$ cat src/rtl/stackcpu_run_ctrl_pkg.sv
// Shared definitions for the stackCPU run controller: default widths, job status and controller states.
package stackCPU_DEFS;

  localparam int DATA_WIDTH_DEF  = 16;
  localparam int INSTR_WIDTH_DEF = 16;
  localparam int PC_WIDTH_DEF    = 8;
  localparam int MAX_CYCLES_DEF  = 1024;

  typedef enum logic [2:0] {
    RS_OK      = 3'd0,
    RS_HALT    = 3'd1,
    RS_ERROR   = 3'd2,
    RS_TIMEOUT = 3'd3,
    RS_ABORT   = 3'd4
  } run_status_t;

  typedef enum logic [1:0] {
    S_IDLE = 2'd0,
    S_RST  = 2'd1,
    S_RUN  = 2'd2,
    S_DONE = 2'd3
  } run_state_t;

endpackage

$ cat src/rtl/stackcpu_run_ctrl_watchdog.sv
// Loadable up-counter with clear and enable; expired_o flags count >= limit_i and stops counting there.
module run_watchdog #(
  parameter int W = 8
) (
  input  logic         clk,
  input  logic         rst_n,
  input  logic         clr_i,
  input  logic         load_i,
  input  logic [W-1:0] load_val_i,
  input  logic         en_i,
  input  logic [W-1:0] limit_i,
  output logic [W-1:0] cnt_o,
  output logic         expired_o
);

  logic [W-1:0] cnt_q, cnt_d;

  assign cnt_o     = cnt_q;
  assign expired_o = (cnt_q >= limit_i);

  // Clear wins over load, load wins over counting.
  always_comb begin
    cnt_d = cnt_q;
    if (clr_i) begin
      cnt_d = '0;
    end else if (load_i) begin
      cnt_d = load_val_i;
    end else if (en_i && !expired_o) begin
      cnt_d = cnt_q + W'(1);
    end
  end

  always_ff @(posedge clk or negedge rst_n) begin
    if (!rst_n) begin
      cnt_q <= '0;
    end else begin
      cnt_q <= cnt_d;
    end
  end

endmodule

$ cat src/rtl/stackcpu_run_ctrl.sv
// Sequences one stackCPU job: reset hold, run with pc-to-memory translation, terminal detection and report.
module stackcpu_run_ctrl
  import stackCPU_DEFS::*;
#(
  parameter int DATA_WIDTH  = DATA_WIDTH_DEF,
  parameter int INSTR_WIDTH = INSTR_WIDTH_DEF,
  parameter int PC_WIDTH    = PC_WIDTH_DEF,
  parameter int MAX_CYCLES  = MAX_CYCLES_DEF,
  parameter int RST_CYCLES  = 2,
  localparam int CW         = $clog2(MAX_CYCLES) + 1
) (
  input  logic                   clk,
  input  logic                   reset,
  input  logic                   start,
  input  logic                   abort,
  input  logic [PC_WIDTH-1:0]    base_addr,
  input  logic [PC_WIDTH-1:0]    length,
  output logic                   busy,
  output logic                   done,
  output logic [2:0]             status,
  output logic [DATA_WIDTH-1:0]  result_out,
  output logic [CW-1:0]          cycles_out,
  output logic [PC_WIDTH-1:0]    mem_addr,
  input  logic [INSTR_WIDTH-1:0] mem_rdata,
  output logic                   cpu_reset,
  output logic [INSTR_WIDTH-1:0] cpu_instruction,
  input  logic [PC_WIDTH-1:0]    cpu_pc,
  input  logic [DATA_WIDTH-1:0]  cpu_result,
  input  logic                   cpu_error,
  input  logic                   cpu_halt
);

  localparam logic [CW-1:0] RST_LIMIT = CW'(RST_CYCLES - 1);
  localparam logic [CW-1:0] RUN_LIMIT = CW'(MAX_CYCLES - 1);

  run_state_t                state_q, state_d;
  run_status_t               status_q, status_d;
  logic [DATA_WIDTH-1:0]     result_q, result_d;
  logic [CW-1:0]             cycles_q, cycles_d;
  logic [PC_WIDTH-1:0]       base_q, base_d;
  logic [PC_WIDTH-1:0]       len_q, len_d;

  logic                      wd_clr, wd_load, wd_en, wd_expired;
  logic [CW-1:0]             wd_limit, wd_cnt;
  logic                      term;
  run_status_t               term_status;

  // One counter serves both phases: it holds completed cycles of the current phase.
  run_watchdog #(.W(CW)) u_watchdog (
    .clk        (clk),
    .rst_n      (reset),
    .clr_i      (wd_clr),
    .load_i     (wd_load),
    .load_val_i ('0),
    .en_i       (wd_en),
    .limit_i    (wd_limit),
    .cnt_o      (wd_cnt),
    .expired_o  (wd_expired)
  );

  assign busy            = (state_q == S_RST) || (state_q == S_RUN);
  assign done            = (state_q == S_DONE);
  assign cpu_reset       = (state_q != S_RUN);
  assign status          = status_q;
  assign result_out      = result_q;
  assign cycles_out      = cycles_q;
  assign cpu_instruction = mem_rdata;
  assign mem_addr        = (state_q == S_RUN) ? (base_q + cpu_pc) : '0;

  always_comb begin
    term        = 1'b1;
    term_status = RS_OK;
    if (abort) begin
      term_status = RS_ABORT;
    end else if (cpu_error) begin
      term_status = RS_ERROR;
    end else if (cpu_halt) begin
      term_status = RS_HALT;
    end else if (cpu_pc >= len_q) begin
      term_status = RS_OK;
    end else if (wd_expired) begin
      term_status = RS_TIMEOUT;
    end else begin
      term = 1'b0;
    end
  end

  always_comb begin
    state_d  = state_q;
    status_d = status_q;
    result_d = result_q;
    cycles_d = cycles_q;
    base_d   = base_q;
    len_d    = len_q;
    wd_clr   = 1'b0;
    wd_load  = 1'b0;
    wd_en    = 1'b0;
    wd_limit = RST_LIMIT;
    case (state_q)
      S_IDLE: begin
        if (start) begin
          state_d  = S_RST;
          base_d   = base_addr;
          len_d    = length;
          cycles_d = '0;
          wd_clr   = 1'b1;
        end
      end
      S_RST: begin
        wd_en = 1'b1;
        if (abort) begin
          state_d  = S_DONE;
          status_d = RS_ABORT;
          result_d = cpu_result;
        end else if (wd_expired) begin
          state_d = S_RUN;
          wd_load = 1'b1;
        end
      end
      S_RUN: begin
        wd_en    = 1'b1;
        wd_limit = RUN_LIMIT;
        if (term) begin
          state_d  = S_DONE;
          status_d = term_status;
          result_d = cpu_result;
          cycles_d = wd_cnt + CW'(1);
        end
      end
      S_DONE: begin
        state_d = S_IDLE;
      end
      default: begin
        state_d = S_IDLE;
      end
    endcase
  end

  always_ff @(posedge clk or negedge reset) begin
    if (!reset) begin
      state_q  <= S_IDLE;
      status_q <= RS_OK;
      result_q <= '0;
      cycles_q <= '0;
      base_q   <= '0;
      len_q    <= '0;
    end else begin
      state_q  <= state_d;
      status_q <= status_d;
      result_q <= result_d;
      cycles_q <= cycles_d;
      base_q   <= base_d;
      len_q    <= len_d;
    end
  end

endmodule

$ cat config.mk
export PLATFORM = sky130hd
export DESIGN_NAME = stackcpu_run_ctrl
export DESIGN_NICKNAME = d
export VERILOG_FILES = /design/src/rtl/stackcpu_run_ctrl_pkg.sv /design/src/rtl/stackcpu_run_ctrl_watchdog.sv /design/src/rtl/stackcpu_run_ctrl.sv
export SDC_FILE = /design/constraint.sdc
export NUM_CORES = 1
export LEC_CHECK = 0
export CORE_ASPECT_RATIO = 0.5
export CORE_UTILIZATION = 49
export CTS_CLUSTER_SIZE = 12
export DETAILED_ROUTE_END_ITERATION = 6
export PLACE_DENSITY = 0.94
export RECOVER_POWER = 100
export SLEW_MARGIN = 30
export SYNTH_ARGS = -nofsm -noshare
export SYNTH_HDL_FRONTEND = slang
export SYNTH_SLANG_ARGS = --single-unit
$ cat constraint.sdc
create_clock -name clk -period 9.45 [get_ports clk]
set_input_delay 1.89 -clock clk [delete_from_list [all_inputs] [get_ports clk]]
set_output_delay 1.89 -clock clk [all_outputs]
set_load 0.01 [all_outputs]
==> results of run 1 <==
layer usage:
layer  GRT usage, %  up-vias
met5              0        -
met4          8.818        0
met3          6.204       16
met2          37.68       71
met1          26.53     1252
li1               -     1228
worst paths after layout:
kind | start | end | slack [ns] | depth (start not counted)
setup / recovery | cpu_pc[1] | mem_addr[7] | 2.87 | 9
hold / removal | cycles_out[4] | cycles_out[4] | 0.48 | 1
setup reg to reg | state_q[0] | result_out[10] | 5.34 | 10
hold reg to reg | cycles_out[4] | cycles_out[4] | 0.48 | 1
max in group asynchronous | reset | result_out[6] | 4.95 | 2
min in group asynchronous | reset | result_out[4] | 2.70 | 2
placed cells by master (no fill, tap or decap), types with 3 or more instances in the layout:
master / count
dfrtp_1: 59
o21ai_0: 12
ha_1: 30
dlygate4sd3_1: 43
inv_1: 16
mux2_2: 26
mux2_1: 9
and3_1: 6
clkinvlp_4: 4
a21o_1: 3
o2bb2ai_1: 11
a211oi_1: 3
a21oi_1: 8
xor2_1: 3
clkdlybuf4s50_1: 42
a211o_1: 4
nor2_1: 25
nand2b_1: 3
clkbuf_16: 9
xnor2_1: 20
nand2_1: 7
mux2i_1: 3
and2_1: 3
nor3b_1: 5
nor3_1: 4
power by group through the flow:
stage	sequential [mW]	combinational (mW)	clock [mW]
5_1_grt	0.421	0.781	0.345
3_3_place_gp	0.408	0.751	0
4_1_cts	0.412	0.781	0.332
6_report	0.409	0.708	0.328
2_1_floorplan	0.422	0.517	0
3_5_place_dp	0.414	0.773	0
area by class of cell:
cell class | count | share of cell area, %
clock buffers | 10 | 5.260
well taps | 92 | 2.534
clock inverters | 6 | 1.432
flip-flops and latches | 59 | 32.50
inverters | 17 | 1.405
repair buffers | 89 | 19.17
multi-input cells | 208 | 37.70
cell families (layout without fill, tap and decap cells):
kind of cell    count (synthesis)  in the layout
compound gates                 54             54
xor+xnor                       23             23
fa+ha+maj                      31             31
buf+inv                        40            122
flops                          59             59
mux                            38             38
simple gates                   62             62
critical path: cells and delay by family:
family	cells	cell delay (ns)
simple gates	1	0.11
fa+ha+maj	1	0.32
buf+inv	2	1.24
compound gates	4	0.98
xor+xnor	1	0.13
sequential cells by signal, indices dropped and copies added, names as in the netlist:
name              cells
state_q               2
cycles_out           11
status                3
base_q                8
len_q                 8
result_out           16
u_watchdog.cnt_o     11
Yosys cell counts, types with 2 or more instances:
master,instances
buf_4,16
nor3b_1,5
mux2_4,9
o21ai_0,10
and2_1,3
a211o_1,4
a211oi_1,3
inv_1,16
nand3_1,2
a21oi_1,8
a31oi_1,2
dfrtp_1,59
clkbuf_1,5
o21a_1,2
mux2i_1,3
xor2_1,3
o2bb2ai_1,11
and3_1,6
ha_1,30
nand2b_1,3
xnor2_1,20
nor2_1,25
o41ai_1,2
mux2_2,26
nand4_1,2
nor3_1,4
nand2_1,7
o21ai_1,2
a21o_1,3
stage by stage:
stage	setup slack [ns]	hold WS (ns)	total power, mW	cells	area [µm²]
2_1_floorplan	4.219	0.4794	0.9392	307	3457
3_3_place_gp	3.139	0.4714	1.159	465	4280
3_5_place_dp	3.042	0.4745	1.188	465	4280
4_1_cts	3.022	0.4913	1.525	481	4584
5_1_grt	2.719	0.4989	1.547	481	4543
6_report	2.872	0.4811	1.445	481	4543
==> impl_metrics.tcl, run 1 <==
set metrics [dict create \
    synth_top_family_by_area "multiplexers" \
    cts_tree "built" \
    final-hold-violation-count 0 \
    drtIter0Drc 121 \
    synthAdderAreaFrac_pct 11.44 \
    filler_cell_count 498 \
    vias 2567 \
    crit_path_top_delay_cell "dlygate4sd3_1" \
    globalplace.congestion 0.8498 \
    status "finished, violations left" \
    insertion_delay_ns 0.33 \
    combPwrFrac_pct 49.0 \
    maxCapViolCount 1 \
    syn_area_per_cell_um2 11.26 \
    p_per_area_nw_per_um2 318.1 \
    worst_setup_path_end_kind "output port" \
    p_clk_share_pct 22.7 \
    crit_fanout 3 \
    top_layer "met4" \
    postRouteAntennaNets 0 \
    clockBufferDepth 2 \
    synth_fp_nets 400 \
    seqPwrFrac_pct 28.3 \
    chipHeight_um 61.40 \
    htreeDepth 3 \
    rows 21 \
    antenna_found_initial 0 \
    grt_max_degree 60 \
    hp-class "reg2reg" \
    synth_area_leaders "dfrtp_1 (43%), ha_1 (11%), mux2_2 (8.5%)" \
    yosys_warnings 0 \
    vdd_ir_drop_max_mv 0.1268 \
    synthFlopType "dfrtp_1" \
    n_antenna_cell 0 \
    area_delta_synth_final_pct 31.42 \
    drtPass1Iterations 6 \
    rsz0062_at_grt "no" \
    finish.net_count 477 \
    fin_tns_setup_ns 0 \
    wire_per_inst_um 15.89 \
    crit_required_ns 7.56 \
    netlist_area_um2 3457 \
    worst-slew-pin-transition_ns 3.166 \
    first_global_vias 2541 \
    io_buffer_count 86 \
    post_cts_buffers 0 \
    clockRootBuffer "clkbuf_16" \
    synthMuxAreaShare_pct 13.25 \
    clk_pin_slew_ns 0.05 \
    drive_above_1_share_pct 11.57 \
    finalSetupViolations 0 \
    gr-total-overflow 0 \
    synthArstFlopShare_pct 100.0 \
    wl_met1_um 3359 \
    io_pins 119 \
    worstSetupStartpointType "input port" \
    p_switching_uw 531.0 \
    fin_skew_ns 0.007050 \
    synth_enable_flop_cells 0 \
    routed-wl-met3_um 397 \
    slew_headroom_pct -111.1 \
    fin_crit_sh_pct 69.61 \
    synth_seq_cells 59 \
    synthCells 307 \
    fin_crit_ns 6.578 \
    cp_slowest_stage_delay_ns 0.64 \
    fmax_mhz 152.0 \
    internal-power_uw 914.3 \
    cts.repair.resized 0 \
    arrival_ns 4.69 \
    synthSimpleGateAreaFrac_pct 9.012 \
    final_core_util_pct 67.28 \
    switching_share_pct 36.74 \
    worstPathCellList "dlygate4sd3_1 > ha_1 > a21o_1 > a21oi_1 > o21ai_0 > o41ai_1 > xnor2_1 > nor2_1 > dlygate4sd3_1" \
    synth_cell_types 45 \
    initial_core_util_pct 51.20 \
    drt-vias-per-instance 5.337 \
    synth_xor_area_share_pct 5.827 \
    route.detailed.drc 0 \
    cts_made_buffers 9 \
    synth_compound_area_share_pct 11.00 \
    ys_seq_area_share_pct 42.71 \
    dpl.hpwl_um 5399 \
    postCtsHoldBufs 0 \
    crit_type "in2out" \
    seq_area_um2 1476 \
    die_area_um2 7416 \
    timing.final.max_slew_violations 60 \
    p_leak_nw 2.045 \
    fp.dieW_um 120.8 \
    clock-sinks 59 \
    synth.top_cell.area_share_pct 42.71 \
    multi_input_comb_area_um2 1713 \
    failed_checks "capacitance limit, slew limit" \
    grt_pass1_wl_um 12030 \
    cpMostUsedCell "dlygate4sd3_1" \
    grt_usage_pct 21.74 \
    core_area_um2 6753 \
    wl_met2_um 3774 \
    wl_um 7642 \
    synth_top_cell_by_area "dfrtp_1" \
]
Note: power is estimated with default switching activity, not from simulation.
==> run 2: changes to the inputs <==
Settings changed: CORE_UTILIZATION 49 to 41, PLACE_DENSITY 0.94 to 0.84.
Clock period 9.45 ns to 5.8 ns, I/O delays scaled along.
==> run 2 against run 1 <==
  * The flow still finishes with violations (capacitance limit, slew limit)
  * Count of clock-buffer cells in the layout unchanged
  * Sequential cell count did not move
  * Critical endpoint unchanged
  * Largest cell class unchanged
  * Worst setup slack worse by 2.1 ns
  * Critical path type unchanged
==> impl_metrics.tcl, run 2 (synthesis gave the netlist of run 1 again) <==
set metrics [dict create \
    status "finished, violations left" \
    failed_checks "capacitance limit, slew limit" \
    io_buffer_count 86 \
    chipHeight_um 66.93 \
    wire_per_inst_um 14.52 \
    vias 2519 \
    worst_setup_path_end_kind "output port" \
    post_cts_buffers 0 \
    grt_use_met3_pct 3.653 \
    finish.net_count 477 \
    fin_crit_ns 4.995 \
    arrival_ns 3.83 \
    worstPathCellList "dlygate4sd3_1 > ha_1 > a21o_1 > a21oi_1 > o21ai_0 > o41ai_1 > xnor2_1 > nor2_1 > dlygate4sd3_1" \
    rows 23 \
    globalplace.congestion 0.8268 \
    crit_fanout 3 \
    drive_above_1_share_pct 11.31 \
    gr-usage-met1_pct 22.14 \
    critPathBufInv 2 \
    grt_usage_pct 17.05 \
    dp_cells 485 \
    p_leak_nw 2.064 \
    clk_pin_slew_ns 0.05 \
    final_core_util_pct 56.55 \
    fin_skew_ns 0.009371 \
    dpl.hpwl_um 5236 \
    htreeDepth 3 \
    drtIter0Drc 73 \
    pre_cts_ws_ns 0.9082 \
    fin_tns_setup_ns 0 \
    drt-vias-per-instance 5.028 \
    layout.cell_area.non_filler_um2 4573 \
    crit_required_ns 4.64 \
    gr-total-overflow 0 \
    vdd_ir_drop_max_mv 0.2077 \
    route.detailed.drc 0 \
    p_per_area_nw_per_um2 515.5 \
    rsz0062_at_grt "no" \
    postCtsHoldBufs 0 \
    cpMostUsedCell "dlygate4sd3_1" \
    n_antenna_cell 0 \
    fp.dieW_um 131.9 \
    final-hold-violation-count 0 \
    fmax_mhz 200.2 \
    postRouteAntennaNets 0 \
    worst-slew-pin-transition_ns 3.173 \
    hp-class "reg2reg" \
    maxCapViolCount 1 \
    layoutNonFillerInstCount 501 \
    final_cell_mix "dfrtp_1 (59), clkdlybuf4s50_1 (43), dlygate4sd3_1 (42), ha_1 (30), mux2_2 (26)" \
    place_area_um2 4305 \
    io_pins 119 \
    clockRootBuffer "clkbuf_16" \
    cts.repair.resized 0 \
    die_area_um2 8825 \
    critical_path.top_delay_family "buffers and inverters" \
    worstSetupStartpointType "input port" \
    area_delta_synth_final_pct 32.28 \
    timing.final.max_slew_violations 60 \
    cts_tree "built" \
    worst_slack_ns 0.8052 \
    core_area_um2 8087 \
    insertion_delay_ns 0.32 \
    antenna_found_initial 0 \
    crit_type "in2out" \
    largest_reg_flops 16 \
    grt_max_degree 60 \
    fin_crit_sh_pct 86.12 \
    wl_um 7275 \
    first_global_vias 2463 \
    clock-sinks 59 \
    crit_path_top_delay_cell "dlygate4sd3_1" \
    grt.busiest_layer "met2" \
    cp_slowest_stage_delay_ns 0.62 \
    cts_made_buffers 9 \
    layout_commonest_cell "dfrtp_1" \
    finalSetupViolations 0 \
    clockBufferDepth 2 \
    drtPass1Iterations 4 \
    grtUsageMet2_pct 28.84 \
    slew_headroom_pct -111.5 \
    filler_cell_count 680 \
    grt_pass1_wl_um 11790 \
    initial_core_util_pct 42.75 \
]
[run 2: cell types whose count changed in the layout (fill, tap and decap cells not counted)]
cell and change:
clkbuf_8 -1, o21ai_0 -1, clkinvlp_4 -4, dlygate4sd3_1 -1
clkbuf_1 +1, bufinv_16 +1, clkdlybuf4s50_1 +1, o21ai_1 +1
clkinv_2 +3
[run 2: stage by stage]
stage / hold WS (ns) / power [mW]
after floorplan: 0.4794 / 1.530
after global placement: 0.4707 / 1.892
after detailed placement: 0.4750 / 1.931
after CTS: 0.4894 / 2.495
after global routing: 0.4945 / 2.528
final: 0.4821 / 2.358
[run 2: worst paths after layout]
path,start,endpoint,slack [ns],cells after the start
max in group asynchronous,reset,u_watchdog.cnt_o[0],2.02,2
min in group asynchronous,reset,result_out[15],2.00,2
min,cycles_out[1],cycles_out[1],0.48,1
min reg2reg,cycles_out[1],cycles_out[1],0.48,1
max,cpu_pc[1],mem_addr[7],0.81,9
max reg2reg,state_q[0],result_out[5],1.70,10
[run 2: cell type report]
| type | count | area (µm²) | share of cell area (%) |
|---|---|---|---|
| clock inverters | 6 | 80.08 | 1.751 |
| repair buffers | 89 | 870.8 | 19.04 |
| clock buffers | 10 | 229.0 | 5.007 |
| multi-input cells | 208 | 1713 | 37.46 |
| flip-flops and latches | 59 | 1476 | 32.28 |
| well taps | 112 | 140.1 | 3.064 |
| inverters | 17 | 63.81 | 1.395 |
[run 2: layer usage]
layer  vias to the layer above  part of all wire [%]
li1                       1232                     -
met1                      1215                    46
met2                        68                    49
met3                         4                   4.5
met4                         0                  0.51
met5                         -                     0
[run 2: power breakdown]
group	switching [mW]	internal [mW]	total [mW]
Sequential	0.0923	0.569	0.661
Clock	0.175	0.372	0.548
Combinational	0.571	0.578	1.15
Total	0.838	1.52	2.36
